--- config.mk ---
export PLATFORM = sky130hd
export DESIGN_NAME = ni_vc_link_scheduler
export DESIGN_NICKNAME = d
export VERILOG_FILES = /design/src/rtl/noc_pkg.sv /design/src/rtl/rr_arbiter.sv /design/src/rtl/ni_vc_link_scheduler.sv
export SDC_FILE = /design/constraint.sdc
export NUM_CORES = 1
export LEC_CHECK = 0
export BUFFER_PORTS_ARGS = -buffer_cell sky130_fd_sc_hd__buf_4
export CAP_MARGIN = 10
export CORE_AREA = 2 2 208 210
export DETAILED_ROUTE_END_ITERATION = 7
export DIE_AREA = 0 0 210 212
export GPL_TIMING_DRIVEN = 0
export MAX_ROUTING_LAYER = met4
export PLACE_DENSITY = 0.54
export SYNTH_ARGS = -nofsm -noshare
export SYNTH_HDL_FRONTEND = slang
export SYNTH_HIERARCHICAL = 1
export SYNTH_SLANG_ARGS = --single-unit
export TNS_END_PERCENT = 50
--- constraint.sdc ---
create_clock -name clk -period 2.95 [get_ports clk]
set_clock_uncertainty 0.05 [all_clocks]
set_input_delay 0.295 -clock clk [delete_from_list [all_inputs] [get_ports clk]]
set_output_delay 0.295 -clock clk [all_outputs]
set_load 0.03 [all_outputs]
--- src/rtl/noc_pkg.sv ---
// Shared NoC definitions: virtual-channel identities, default link geometry,
// and an index-width helper used by the link scheduler and router.
package noc_pkg;

  typedef enum logic [1:0] {
    VC_REQUEST   = 2'd0,
    VC_RESPONSE  = 2'd1,
    VC_COHERENCE = 2'd2
  } vc_id_e;

  localparam int FLIT_WIDTH_DEF   = 128;
  localparam int VC_COUNT_DEF     = 3;
  localparam int CREDIT_DEPTH_DEF = 4;

  // Width of an index into n items; a single item still gets one bit.
  function automatic int idx_width(input int n);
    return (n > 1) ? $clog2(n) : 1;
  endfunction

endpackage

--- src/rtl/rr_arbiter.sv ---
// Combinational round-robin arbiter: first requester at or above ptr wins,
// wrapping modulo N; the caller owns the pointer register.
module rr_arbiter
  import noc_pkg::*;
#(
  parameter int N = 4
) (
  input  logic [N-1:0]              req,
  input  logic [idx_width(N)-1:0]   ptr,
  output logic [N-1:0]              gnt,
  output logic [idx_width(N)-1:0]   gnt_idx,
  output logic                      any_gnt
);

  localparam int IW = idx_width(N);

  always_comb begin
    logic [IW-1:0] idx;
    gnt     = '0;
    gnt_idx = '0;
    any_gnt = 1'b0;
    idx     = '0;
    for (int k = 0; k < N; k++) begin
      idx = IW'((int'(ptr) + k) % N);
      if (!any_gnt && req[idx]) begin
        gnt[idx] = 1'b1;
        gnt_idx  = idx;
        any_gnt  = 1'b1;
      end
    end
  end

endmodule

--- src/rtl/ni_vc_link_scheduler.sv ---
// Credit-based VC scheduler onto one router link: round-robin over VCs with a flit and a credit,
// one registered flit per cycle (1-cycle latency); no link backpressure, only per-VC credits.
module ni_vc_link_scheduler
  import noc_pkg::*;
#(
  parameter int FLIT_WIDTH   = FLIT_WIDTH_DEF,
  parameter int VC_COUNT     = VC_COUNT_DEF,
  parameter int CREDIT_DEPTH = CREDIT_DEPTH_DEF
) (
  input  logic                                 clk,
  input  logic                                 reset_n,
  input  logic                                 sched_en,
  input  logic [VC_COUNT-1:0][FLIT_WIDTH-1:0]  vc_flit_in,
  input  logic [VC_COUNT-1:0]                  vc_valid_in,
  output logic [VC_COUNT-1:0]                  vc_ready_out,
  output logic [FLIT_WIDTH-1:0]                link_flit_out,
  output logic [idx_width(VC_COUNT)-1:0]       link_vc_out,
  output logic                                 link_valid_out,
  input  logic [VC_COUNT-1:0]                  credit_return_in,
  output logic [VC_COUNT-1:0]                  credit_avail_out,
  output logic                                 err_credit_ovf
);

  localparam int              CW   = idx_width(VC_COUNT);
  localparam int              NW   = $clog2(CREDIT_DEPTH + 1);
  localparam logic [NW-1:0]   FULL = NW'(CREDIT_DEPTH);

  logic [NW-1:0]       credit [VC_COUNT];
  logic [VC_COUNT-1:0] has_credit;
  logic [VC_COUNT-1:0] eligible;
  logic [VC_COUNT-1:0] gnt;
  logic [CW-1:0]       ptr;
  logic [CW-1:0]       gnt_idx;
  logic                any_gnt;

  always_comb begin
    has_credit = '0;
    for (int i = 0; i < VC_COUNT; i++) begin
      has_credit[i] = (credit[i] != '0);
    end
  end

  // Eligibility uses registered counts, so a return this cycle only helps next cycle.
  assign eligible         = vc_valid_in & has_credit & {VC_COUNT{sched_en}};
  assign vc_ready_out     = gnt;
  assign credit_avail_out = has_credit;

  rr_arbiter #(
    .N (VC_COUNT)
  ) u_arb (
    .req     (eligible),
    .ptr     (ptr),
    .gnt     (gnt),
    .gnt_idx (gnt_idx),
    .any_gnt (any_gnt)
  );

  // A grant only happens with a nonzero count, so the decrement cannot underflow.
  always_ff @(posedge clk or negedge reset_n) begin
    if (!reset_n) begin
      for (int i = 0; i < VC_COUNT; i++) begin
        credit[i] <= FULL;
      end
      err_credit_ovf <= 1'b0;
    end else begin
      for (int i = 0; i < VC_COUNT; i++) begin
        case ({gnt[i], credit_return_in[i]})
          2'b10: credit[i] <= credit[i] - 1'b1;
          2'b01: begin
            if (credit[i] == FULL) begin
              err_credit_ovf <= 1'b1;
            end else begin
              credit[i] <= credit[i] + 1'b1;
            end
          end
          default: ;
        endcase
      end
    end
  end

  always_ff @(posedge clk or negedge reset_n) begin
    if (!reset_n) begin
      ptr            <= '0;
      link_flit_out  <= '0;
      link_vc_out    <= '0;
      link_valid_out <= 1'b0;
    end else begin
      link_valid_out <= any_gnt;
      if (any_gnt) begin
        ptr           <= (gnt_idx == CW'(VC_COUNT - 1)) ? '0 : gnt_idx + 1'b1;
        link_flit_out <= vc_flit_in[gnt_idx];
        link_vc_out   <= gnt_idx;
      end
    end
  end

endmodule

Yosys cells after proc, flatten, opt, wreduce, memory -nomap -nowiden
Index checks and enable logic that the tools add are counted.
- $add $sub $neg: 9
- $lt $le $gt $ge: 7
- bitwise operators: 4
- mux-type cells: 36
- div/mod/pow operators: 3
- equality and inequality tests: 13
- reductions and logical operators: 16
- operators with widths (operator ; number):
    128-bit binary-select mux with 2-bit select ; 1
    128-bit two-way mux ; 1
    32-bit by 3-bit modulo with 32-bit output, second input constant ; 2
    3-bit by 3-bit modulo with 32-bit output, second input constant ; 1
    3-bit two-way mux ; 6
    3-bit case mux with 2 select lines ; 3
    1-bit two-way mux ; 15
    2-bit by 3-bit < comparator with 1-bit output, second input constant ; 4
    3-bit by 1-bit adder with 3-bit output, second input constant ; 3
    3-bit equality test, second input constant ; 3
    3-bit nonzero test ; 3
    3-bit by 1-bit subtractor with 3-bit output, second input constant ; 3
    2-bit equality test, second input constant ; 4
    2-bit two-way mux ; 4
    3-bit bitwise AND ; 2
    1-bit binary-select mux with 2-bit select ; 3
    1-bit demux with 2-bit select ; 3
    2-bit by 1-bit equality test with 1-bit output, second input constant ; 3
    2-bit by 1-bit greater-or-equal comparator with 1-bit output, second input constant ; 3
    2-bit != test, second input constant ; 3
    3-bit bitwise OR ; 2
    2-bit AND reduction ; 3
    2-bit nonzero test ; 3
    1-bit logical AND ; 5
    4 further kinds ; 5
- input port bits: 393
- word-level logic and storage cells: 96
- output and inout bits: 138
- register bits: 143

Depth between registers and ports, before layout
Gate-level depths: netlist of the first run.
- depth after elaboration: 18
- mapped depth: 13
- gate-level depth less buffers: 12

Hierarchy
The synthesis of the first run kept the hierarchy.
- by module, submodules not included (module ; area an instance (µm²) ; seq. area each (µm²) ; cells an instance ; times used):
    ni_vc_link_scheduler ; 8409.3 ; 3582.2 ; 937 ; 1
    rr_arbiter ; 347.8 ; 0.0 ; 53 ; 1

Least setup slack after synthesis of the first run
OpenSTA, ideal clock, no wires.
- path kind: reg-to-reg
- from: register credit[5] (netlist bit)
- to: register credit[4] (netlist bit)
- path slack: -639 ps
- data required time: 2772 ps
- setup time: 128 ps
- cell stages (with the launch flop): 13
- buffers on the path: 1
- data arrival time: 3411 ps
- period minus slack after synthesis: 3589 ps
- cell sequence: dfstp_2 clkbuf_1 or3_1 and3_1 mux2i_2 or2_4 a21oi_2 a21oi_1 nor2b_1 inv_1 fa_1 o21ai_0 o22ai_1
- word-level cells in the longest chain between the ends: 15
- elaborated cells between the ends (all ways): 27
- classes of those cells: eq/ne (4); mux (12); bitwise (4); reduce/logical (7)
- RTL lines (item ; line ; source):
    start, declared ; ni_vc_link_scheduler.sv:28 ; logic [NW-1:0] credit [VC_COUNT];
    start signal, assigned by index ; ni_vc_link_scheduler.sv:68 ; 2'b10: credit[i] <= credit[i] - 1'b1;
    start signal, assigned by index ; ni_vc_link_scheduler.sv:73 ; credit[i] <= credit[i] + 1'b1;
    3-bit nonzero test (*) ; ni_vc_link_scheduler.sv:39 ; has_credit[i] = (credit[i] != '0);
    via credit_avail_out[1] ; ni_vc_link_scheduler.sv:20 ; output logic [VC_COUNT-1:0] credit_avail_out,
    3-bit bitwise AND (*) (2 in series) ; ni_vc_link_scheduler.sv:44 ; assign eligible = vc_valid_in & has_credit & {VC_COUNT{sched_en}};
    via eligible[1] ; ni_vc_link_scheduler.sv:30 ; logic [VC_COUNT-1:0] eligible;
    1-bit binary-select mux with 2-bit select ; rr_arbiter.sv:25 ; if (!any_gnt && req[idx]) begin
    1-bit two-way mux (implied by the code) ; rr_arbiter.sv:25 ;
    1-bit two-way mux ; rr_arbiter.sv:25 ;
    1-bit zero test ; rr_arbiter.sv:25 ;
    1-bit logical AND ; rr_arbiter.sv:25 ;
    1-bit two-way mux ; rr_arbiter.sv:25 ;
    1-bit zero test ; rr_arbiter.sv:25 ;
    1-bit logical AND ; rr_arbiter.sv:25 ;
    3-bit two-way mux (*) ; rr_arbiter.sv:25 ;
    via vc_ready_out[1] ; ni_vc_link_scheduler.sv:15 ; output logic [VC_COUNT-1:0] vc_ready_out,
    2-bit by 1-bit equality test with 1-bit output or 2-bit equality test (tied branches) ; ni_vc_link_scheduler.sv:67 ; case ({gnt[i], credit_return_in[i]})
    2-bit != test (no source line) or 2-bit nonzero test (tied branches) ; - ;
    2-bit AND reduction (no source line) ; - ;
The timed path passes the listed nets; every way through them passes the cells marked *. The select of a mux whose other input is x is not followed.
A chain may end at the register's enable or synchronous reset.

Worst setup path in the final report of the first run
- from: register credit[0] (netlist bit)
- to: register credit[2] (netlist bit)
- word-level cells in the longest chain between the ends: 15
- elaborated cells between the ends (all ways): 30
- classes of those cells: add/sub (2); eq/ne (4); mux (13); bitwise (4); reduce/logical (7)
- RTL lines (item ; line):
    3-bit nonzero test (*) ; ni_vc_link_scheduler.sv:39
    3-bit bitwise AND (*) (2 in series) ; ni_vc_link_scheduler.sv:44
    via eligible[2] ; ni_vc_link_scheduler.sv:30
    1-bit binary-select mux with 2-bit select ; rr_arbiter.sv:25
    1-bit two-way mux (implied by the code) ; rr_arbiter.sv:25
    1-bit two-way mux ; rr_arbiter.sv:25
    1-bit zero test ; rr_arbiter.sv:25
    1-bit logical AND ; rr_arbiter.sv:25
    1-bit two-way mux ; rr_arbiter.sv:25
    1-bit zero test ; rr_arbiter.sv:25
    1-bit logical AND ; rr_arbiter.sv:25
    3-bit two-way mux (*) ; rr_arbiter.sv:25
    2-bit by 1-bit equality test with 1-bit output or 2-bit equality test (tied branches) ; ni_vc_link_scheduler.sv:67
    2-bit != test (no source line) or 2-bit nonzero test (tied branches) ; -
    2-bit AND reduction (no source line) ; -
Marks and branches as above.

==> results of run 1 <==
## registers in the layout, summed over array words and instances (netlist names)
signal / count
link_valid_out: 1
link_flit_out: 128
err_credit_ovf: 1
credit: 9
ptr: 2
link_vc_out: 2
## power by group
group | total, W | switching [W] | leakage, nW | internal [W]
clock | 0.00207 | 0.000889 | 0.260 | 0.00118
combinational | 0.0119 | 0.00696 | 4.73 | 0.00490
sequential | 0.00377 | 0.000684 | 1.62 | 0.00308
## routing by layer
metal | global-route usage | share of wire | vias to the layer above
met3 | 0.0536 | 0.067 | 35
met2 | 0.312 | 0.51 | 373
met5 | - | 0 | -
li1 | - | - | 4563
met4 | 0.0577 | 0.015 | 0
met1 | 0.212 | 0.41 | 4445
## per-stage QoR
step           setup slack (ns)  cells
3_5_place_dp              -1.15   2067
6_report                 0.0880   2125
2_1_floorplan           -0.0395    990
4_1_cts                -0.00803   2103
5_1_grt                 -0.0214   2124
3_3_place_gp              -1.12   2066
## logic make-up after synthesis
family,count (synthesis),synth area share
mux,137,0.157
compound gates,170,0.123
flops,143,0.409
fa+ha+maj,7,0.0126
buf+inv,88,0.0580
simple gates,445,0.240
## worst min-delay path: stages
cell,delay (ns)
buf_4,0.11
nand2_1,0.04
a31oi_1,0.07
## area by class of cell
class / instances / share of cell area
buffer: 73 / 0.0413
tap: 546 / 0.0467
inverter: 11 / 0.00282
sequential: 143 / 0.245
multi-input combinational: 759 / 0.331
timing repair buffer: 561 / 0.296
clock buffer: 21 / 0.0315
antenna: 4 / 0.000684
clock inverter: 7 / 0.00453
## cells in the final DEF (no fill, tap or decap), drive strengths merged, types with 2 or more instances in the layout
cell type,count
fa,3
ha,4
dfrtp,140
mux2,3
mux2i,134
nand2,139
nor2b,10
nand3,4
diode,4
nor3,3
buf,592
and3,3
a31oi,130
clkinv,5
nand3b,3
clkbuf,59
o211ai,2
a211oi,3
a221oi,2
dlygate4sd3,3
a21oi,12
inv,11
nand2b,10
nor2,136
o22ai,5
or3,4
dfstp,3
or2,131
o21ai,9
## how the worst max path moves through the flow
| stage | end | slack, ns |
|---|---|---|
| after floorplan | credit[5] | -0.04 |
| after global placement | link_flit_out[104] | -1.12 |
| after detailed placement | link_flit_out[105] | -1.15 |
| after CTS | link_flit_out[64] | -0.008 |
| after global routing | credit[5] | -0.02 |
| final | credit[2] | 0.09 |
## repair_timing
| action | in CTS | in global routing |
|---|---|---|
| hold endpoints to repair | 69 | 0 |
| cloned | 2 | 3 |
| pin swaps | 5 | 15 |
| gates resized for setup | 67 | 74 |
| buffers inserted | 6 | 18 |
| hold buffers | 3 | 0 |
| setup endpoints to repair | 140 | 137 |
==> metrics.cfg, run 1 <==
[synth]
ys_warn_count = 6
postSynthCellCount = 990
synth.top_cells.by_count = dfrtp_1 (140), nand2_1 (139), nor2_1 (136)
ys_types = 46
ys_seq_elements = 143
synth_area_leaders = dfrtp_1 (40%), mux2i_1 (15%), a31oi_1 (9.3%)
synth.avg_cell_area_um2 = 8.85
syn_nets = 1390
synth_top_area_share = 0.400
synth_edf_count = 0
synthFlopType = dfrtp_1
ys_seq_area_frac = 0.409
synth.largest_area_cell = dfrtp_1
async_reset_ff_frac = 1.00
synth_most_common_cell = dfrtp_1
synthesis.area_mm2 = 0.00876

[critical_path]
reg2reg_slack_ns = 0.09
path_class = register to register
reg2reg_to = credit[2]
start_kind = register
path_buf_inv = 1
crit_start = credit[0]
cp.depth = 12
end_kind = register
arrival_ns = 3.16
cp.required_ns = 3.25
r2r_cells = 12
cp_max_fo = 7
cpPeakStageDelay_ns = 0.45
worst_path_max_delay_cell = dfrtp_2
r2r_start = credit[0]
crit_path_cell_trace = or3_4 > and3_4 > nand2_2 > nor2_1 > a31oi_1 > a21boi_4 > nor2b_2 > inv_1 > fa_2 > nand3b_1 > o22ai_1 > a221oi_1
cp_top_family = simple AND/OR/NAND/NOR gates

[grt]
grt_max_degree = 74
grt_pass1_vias = 9574
grt_pass1_wl_um = 59000
grt_overflow_total = 0
grt_usage = 0.185
antenna_found_initial = 6

[clocking]
cts_root_buf = clkbuf_16
clock_sinks = 143
cts_tree = done
clkTransAtPathRegs_ns = 0.07
max-clock-path-buffers = 2
worstSkewPairLatency_ns = 0.44
cts_max_level = 4
numCtsBuffers = 17

[hold_path]
hold_end = link_flit_out[115]
worstHoldPathType = input port to register
hold_start = vc_flit_in[371]
worstHoldPathCells = 3

[die]
dieWidth_um = 210
fp.dieH_um = 212
io_pins = 531
fp-row-count = 76
dieArea_mm2 = 0.0445
initial_utilization = 0.206
coreArea_mm2 = 0.0425

[cells_and_area]
area_delta_synth_final_pct = 67.1
register_area_mm2 = 0.00359
multi_input_area_mm2 = 0.00485
fin_util = 0.344
drive_above_1_share = 0.469
design_area_mm2 = 0.0146
fillers = 4466
finalNetCount = 1966

[power]
finalPower_w = 0.0177
irDropWorstVdd_mv = 0.519
leakagePower_nw = 6.61
p_per_area_mw_per_mm2 = 1210

[timing]
finalCritPeriodShare = 0.970
finalHoldWorstSlack_ns = 0.0507
hold_viol = 0
tightest_slew_ns = 0.608
slew_violations = 0
fmaxAchievable_ghz = 0.349
relSlewSlack = 0.595
setup_viol = 0
period_minus_slack_ns = 2.86
setup_tns_ns = 0
rsz0062_at_grt = true

[run_status]
status = finished clean

[job]
drv_cap = 0

[routing]
initialDrtViolationCount = 474
wl_um = 41400
drc = 0
via_per_inst = 4.43
drtAntennaViolNets = 0
routedWlPerCell_um = 19.5
vias = 9416
drt_pass1_iterations = 6

[place]
dp_hpwl_um = 31800
port_buffers = 530
gp_congestion = 0.849
placed_cell_area_mm2 = 0.0135

(Power assumes the default switching activity.)
==> run 2: changes to the inputs <==
--- a/config.mk
+++ b/config.mk
@@ -12,7 +12,8 @@
 export DIE_AREA = 0 0 210 212
 export GPL_TIMING_DRIVEN = 0
 export MAX_ROUTING_LAYER = met4
-export PLACE_DENSITY = 0.54
+export PLACE_DENSITY_LB_ADDON = 0.05
+export SLEW_MARGIN = 15
 export SYNTH_ARGS = -nofsm -noshare
 export SYNTH_HDL_FRONTEND = slang
 export SYNTH_HIERARCHICAL = 1
==> run 2 against run 1 <==
Sequential power decreased by 1%. Register-to-register slack got worse by 0.02 ns. Worst setup slack got worse by 0.018 ns. Utilization increased by 0.44 points. Sequential share of layout area decreased by 0.29 points. Clock power increased by 7%. Wire length increased by 6.2%. Non-clock buffer count decreased by 4. Global-route usage increased by 1.2 points. Cell count decreased by 0.14%. Critical path type unchanged. Highest routed layer unchanged.
==> metrics.cfg, run 2 (same netlist as run 1, synthesis figures left out) <==
[hold_path]
worstHoldPathType = input port to register

[clocking]
clkTransAtPathRegs_ns = 0.07
clock_sinks = 143
max-clock-path-buffers = 2
cts_max_level = 4
worstSkewPairLatency_ns = 0.44
numCtsBuffers = 17
cts_root_buf = clkbuf_16
cts_tree = done

[routing]
vias = 9327
drtAntennaViolNets = 0
drt-met1-wl_um = 18100
routed.top_layer = met4
routedWlPerCell_um = 20.7
wl_met3_um = 2880
wl_um = 43900
via_per_inst = 4.40
drc = 0
drt_pass1_iterations = 4
initialDrtViolationCount = 348
dr_wl_met2_um = 22600

[cells_and_area]
drive_above_1_share = 0.481
layout_commonest_cell = buf_4
fin_util = 0.349
area_delta_synth_final_pct = 69.3
largest_reg_flops = 128
top_regs = link_flit_out x128, credit x9
layout_common_cells = buf_4 (556), nand2_1 (138), nor2_1 (136)
fillers = 4525
finalNetCount = 1962
regMostFlops = link_flit_out

[grt]
grt_overflow_total = 0
antenna_found_initial = 1
grt_max_degree = 81
grt_usage = 0.197
grt_pass1_wl_um = 62100
grt_pass1_vias = 9706

[power]
leakagePower_nw = 6.59
p_per_area_mw_per_mm2 = 1210
irDropWorstVdd_mv = 0.378

[place]
dp_hpwl_um = 33600
gp_congestion = 0.810
port_buffers = 530

[critical_path]
end_kind = register
path_class = register to register
cp_max_fo = 7
start_kind = register
arrival_ns = 3.15
cp.required_ns = 3.22

[timing]
setup_tns_ns = 0
finalCritPeriodShare = 0.976
relSlewSlack = 0.618
period_minus_slack_ns = 2.88
slew_violations = 0
tightest_slew_ns = 0.573
rsz0062_at_grt = true
fmaxAchievable_ghz = 0.347
setup_viol = 0
hold_viol = 0
finalHoldWorstSlack_ns = 0.0535

[die]
coreArea_mm2 = 0.0425
dieArea_mm2 = 0.0445
io_pins = 531
fp.dieH_um = 212
fp-row-count = 76
dieWidth_um = 210
initial_utilization = 0.206

[run_status]
status = finished clean

[job]
drv_cap = 0

[run 2: cell count changes in the layout (fill, tap and decap cells not counted), sizes merged]
cell / delta
clkinv: -1
clkbuf: +3
inv: +2
diode: -3
buf: -8
clkinvlp: +4
[run 2: where the power goes]
group          switching (W)  leakage, nW  internal, W
registers           0.000643         1.61      0.00309
logic                0.00710         4.71      0.00496
clock network       0.000984        0.271      0.00123
[run 2: layout make-up]
cell class / count / area (um^2) / area share
antenna: 1 / 2.50 / 0.000169
buffer: 74 / 623 / 0.0420
clock buffer: 20 / 467 / 0.0315
clock inverter: 12 / 109 / 0.00734
inverter: 11 / 41.3 / 0.00279
multi-input combinational: 759 / 5020 / 0.339
sequential: 143 / 3590 / 0.242
tap: 546 / 683 / 0.0461
timing repair buffer: 556 / 4290 / 0.289
[run 2: worst max-delay path, cell delays in order, from the launching register on]
cell and delay [ns]:
dfstp_2 0.58, or3_4 0.14, and3_4 0.26, mux2i_4 0.10, or2_4 0.27, buf_4 0.14
a21oi_2 0.13, buf_6 0.18, buf_12 0.19, buf_16 0.17, mux2i_4 0.28, or2_0 0.15
a31oi_1 0.08
[run 2: metal layers]
metal	global-route usage	up-vias
met5	-	-
met4	0.0374	0
met3	0.0598	16
met2	0.343	288
met1	0.225	4469
li1	-	4554
[run 2: metrics by stage]
| stage | instance area [um^2] | std cells | total power, W | worst slack (ns) |
|---|---|---|---|---|
| 6_report | 14800 | 2122 | 0.0180 | 0.0698 |
| 5_1_grt | 14800 | 2122 | 0.0193 | -0.0537 |
| 4_1_cts | 14400 | 2103 | 0.0177 | -0.0468 |
| 3_5_place_dp | 13500 | 2067 | 0.0151 | -1.06 |
| 3_3_place_gp | 13500 | 2066 | 0.0150 | -1.03 |
| 2_1_floorplan | 8830 | 990 | 0.0107 | -0.0395 |
[run 2: repair_timing]
item / CTS / global route
cloned: 1 / 4
gates resized for setup: 74 / 79
hold buffers: 3 / 0
pin swaps: 3 / 13
hold endpoints to repair: 64 / 0
buffers inserted: 2 / 15
setup endpoints to repair: 142 / 137
[run 2: path summary, 6_finish.rpt]
check / start / end / slack [ns] / depth (start not counted)
worst max-delay path: credit[5] / link_flit_out[33] / 0.07 / 12
worst min-delay path: vc_flit_in[376] / link_flit_out[120] / 0.05 / 3
worst max register to register: credit[5] / link_flit_out[33] / 0.07 / 12
worst min register to register: credit[3] / credit[3] / 0.43 / 1
max in group asynchronous: reset_n / link_flit_out[115] / 1.63 / 3
min in group asynchronous: reset_n / credit[4] / 0.33 / 2
==> run 3: changes to the inputs <==
--- a/config.mk
+++ b/config.mk
@@ -7,9 +7,9 @@
 export LEC_CHECK = 0
 export BUFFER_PORTS_ARGS = -buffer_cell sky130_fd_sc_hd__buf_4
 export CAP_MARGIN = 10
-export CORE_AREA = 2 2 208 210
+export CORE_AREA = 2 2 205 207
 export DETAILED_ROUTE_END_ITERATION = 7
-export DIE_AREA = 0 0 210 212
+export DIE_AREA = 0 0 207 209
 export GPL_TIMING_DRIVEN = 0
 export MAX_ROUTING_LAYER = met4
 export PLACE_DENSITY_LB_ADDON = 0.05
==> constraint.sdc (replaced) <==
create_clock -name clk -period 3.17 [get_ports clk]
set_clock_uncertainty 0.05 [all_clocks]
set_input_delay 0.317 -clock clk [delete_from_list [all_inputs] [get_ports clk]]
set_output_delay 0.317 -clock clk [all_outputs]
set_load 0.03 [all_outputs]
==> run 3 against run 2 <==
Worst setup slack improved by 0.10 ns. Maximum frequency decreased by 4.0%. Hold slack got worse by 0.025 ns. Die area decreased by 2.8%. Largest power group unchanged. Highest routed layer unchanged.
==> metrics.cfg, run 3 (same netlist as run 1, synthesis figures left out) <==
[run_status]
status = finished clean

[cells_and_area]
top_regs = link_flit_out x128, credit x9
regMostFlops = link_flit_out
area_delta_synth_final_pct = 63.7
layout_common_cells = buf_4 (542), dfrtp_1 (139), nand2_1 (138)
fillers = 4433
multi_input_area_mm2 = 0.00479
register_area_mm2 = 0.00358
design_area_mm2 = 0.0143
drive_above_1_share = 0.449
largest_reg_flops = 128
finalNetCount = 1949
layout_commonest_cell = buf_4

[routing]
vias = 9248
via_per_inst = 4.40
wl_um = 41900
initialDrtViolationCount = 446
drtAntennaViolNets = 0
drt_pass1_iterations = 4
drc = 0
routedWlPerCell_um = 19.9

[timing]
setup_viol = 0
tightest_slew_ns = 0.645
period_minus_slack_ns = 3.00
finalCritPeriodShare = 0.946
relSlewSlack = 0.570
hold_viol = 0
slew_violations = 0
fmaxAchievable_ghz = 0.333

[critical_path]
cp_max_fo = 10
reg2reg_to = link_flit_out[56]
start_kind = register
reg2reg_slack_ns = 0.17
arrival_ns = 3.25
path_class = register to register
crit_start = credit[6]
cp.required_ns = 3.42
r2r_start = credit[6]
crit_path_cell_trace = or3_1 > and3_4 > nand2b_1 > a21oi_2 > o21ai_2 > a21oi_1 > buf_4 > buf_12 > buf_4 > buf_12 > mux2i_1 > or2_0 > a31oi_1
worst_path_max_delay_cell = dfrtp_2
cpPeakStageDelay_ns = 0.45
r2r_cells = 13
end_kind = register

[die]
fp-row-count = 75
dieWidth_um = 207
fp.dieH_um = 209
initial_utilization = 0.212
coreArea_mm2 = 0.0413
dieArea_mm2 = 0.0433
io_pins = 531

[grt]
grt_max_degree = 75
grt_usage = 0.195
grt_overflow_total = 0
grt_pass1_vias = 9764
antenna_found_initial = 1
grt_pass1_wl_um = 61000

[power]
comb_power_share = 0.654
swShare = 0.485
p_sw_w = 0.00780
leakagePower_nw = 6.44
finalPower_w = 0.0161
intPower_w = 0.00828
p_per_area_mw_per_mm2 = 1120
p_seq_frac = 0.215
irDropWorstVdd_mv = 0.314
p_clk_frac = 0.131

[clocking]
worstSkewPairLatency_ns = 0.44
cts_tree = done
cts_max_level = 4
numCtsBuffers = 17
clock_sinks = 143
max-clock-path-buffers = 2
cts_root_buf = clkbuf_16
clkTransAtPathRegs_ns = 0.07

[hold_path]
hold_start = credit_return_in[2]
worstHoldPathCells = 2
hold_end = credit[2]
worstHoldPathType = input port to register

[place]
placed_cell_area_mm2 = 0.0135
port_buffers = 530
gp_congestion = 0.790
dp_hpwl_um = 32900

[job]
drv_cap = 0

run 3: power groups by stage:
stage,clock [W],sequential (W),combinational [W]
floorplan,0,0.00508,0.00482
global placement,0,0.00344,0.0104
detailed placement,0,0.00345,0.0105
CTS,0.00219,0.00348,0.0106
global route,0.00225,0.00360,0.0115
finish,0.00211,0.00346,0.0105
run 3: worst max-delay path by stage:
stage	slack [ns]	cells past startpoint	end
6_report	0.17	13	link_flit_out[56]
3_3_place_gp	-0.92	10	link_flit_out[99]
2_1_floorplan	-0.04	11	credit[1]
3_5_place_dp	-0.90	10	link_flit_out[103]
5_1_grt	-0.01	13	link_flit_out[56]
4_1_cts	-0.04	11	credit[4]
run 3: layer usage:
metal / global-route usage / up-vias / wire [um]
met5: - / - / 0
met4: 0.0557 / 0 / 715
met3: 0.0639 / 33 / 3110
met2: 0.336 / 334 / 21600
met1: 0.216 / 4359 / 16500
li1: - / 4522 / -
run 3: layout make-up:
class / count / share of cell area
multi-input combinational: 759 / 0.334
inverter: 11 / 0.00288
sequential: 143 / 0.250
timing repair buffer: 542 / 0.286
clock buffer: 27 / 0.0358
clock inverter: 5 / 0.00541
tap: 539 / 0.0471
buffer: 75 / 0.0381
antenna: 2 / 0.000349
run 3: worst max-delay path: cells and delay by family, from the launching register on:
| family | cells | cell delay [ns] |
|---|---|---|
| compound gates | 4 | 0.50 |
| simple gates | 4 | 0.98 |
| buf+inv | 4 | 0.65 |
| flops | 1 | 0.45 |
| mux | 1 | 0.22 |
run 3: through the flow:
| stage | util | setup slack (ns) | hold slack, ns | cells | setup TNS, ns |
|---|---|---|---|---|---|
| finish | 0.347 | 0.170 | 0.0281 | 2103 | 0 |
| global route | 0.347 | -0.0137 | 0.0185 | 2102 | -0.0137 |
| CTS | 0.344 | -0.0401 | 0.0134 | 2097 | -0.0954 |
| detailed placement | 0.326 | -0.902 | 0.279 | 2060 | -93.43 |
| global placement | 0.325 | -0.918 | 0.442 | 2059 | -96.44 |
| floorplan | - | -0.0376 | -0.0286 | 990 | -0.0603 |
run 3: timing repair:
item | in CTS | in global routing
pin swaps | 0 | 1
setup endpoints to repair | 141 | 126
setup buffers | 6 | 4
hold buffers | 1 | 0
hold endpoints to repair | 68 | 0
resized for setup | 40 | 32
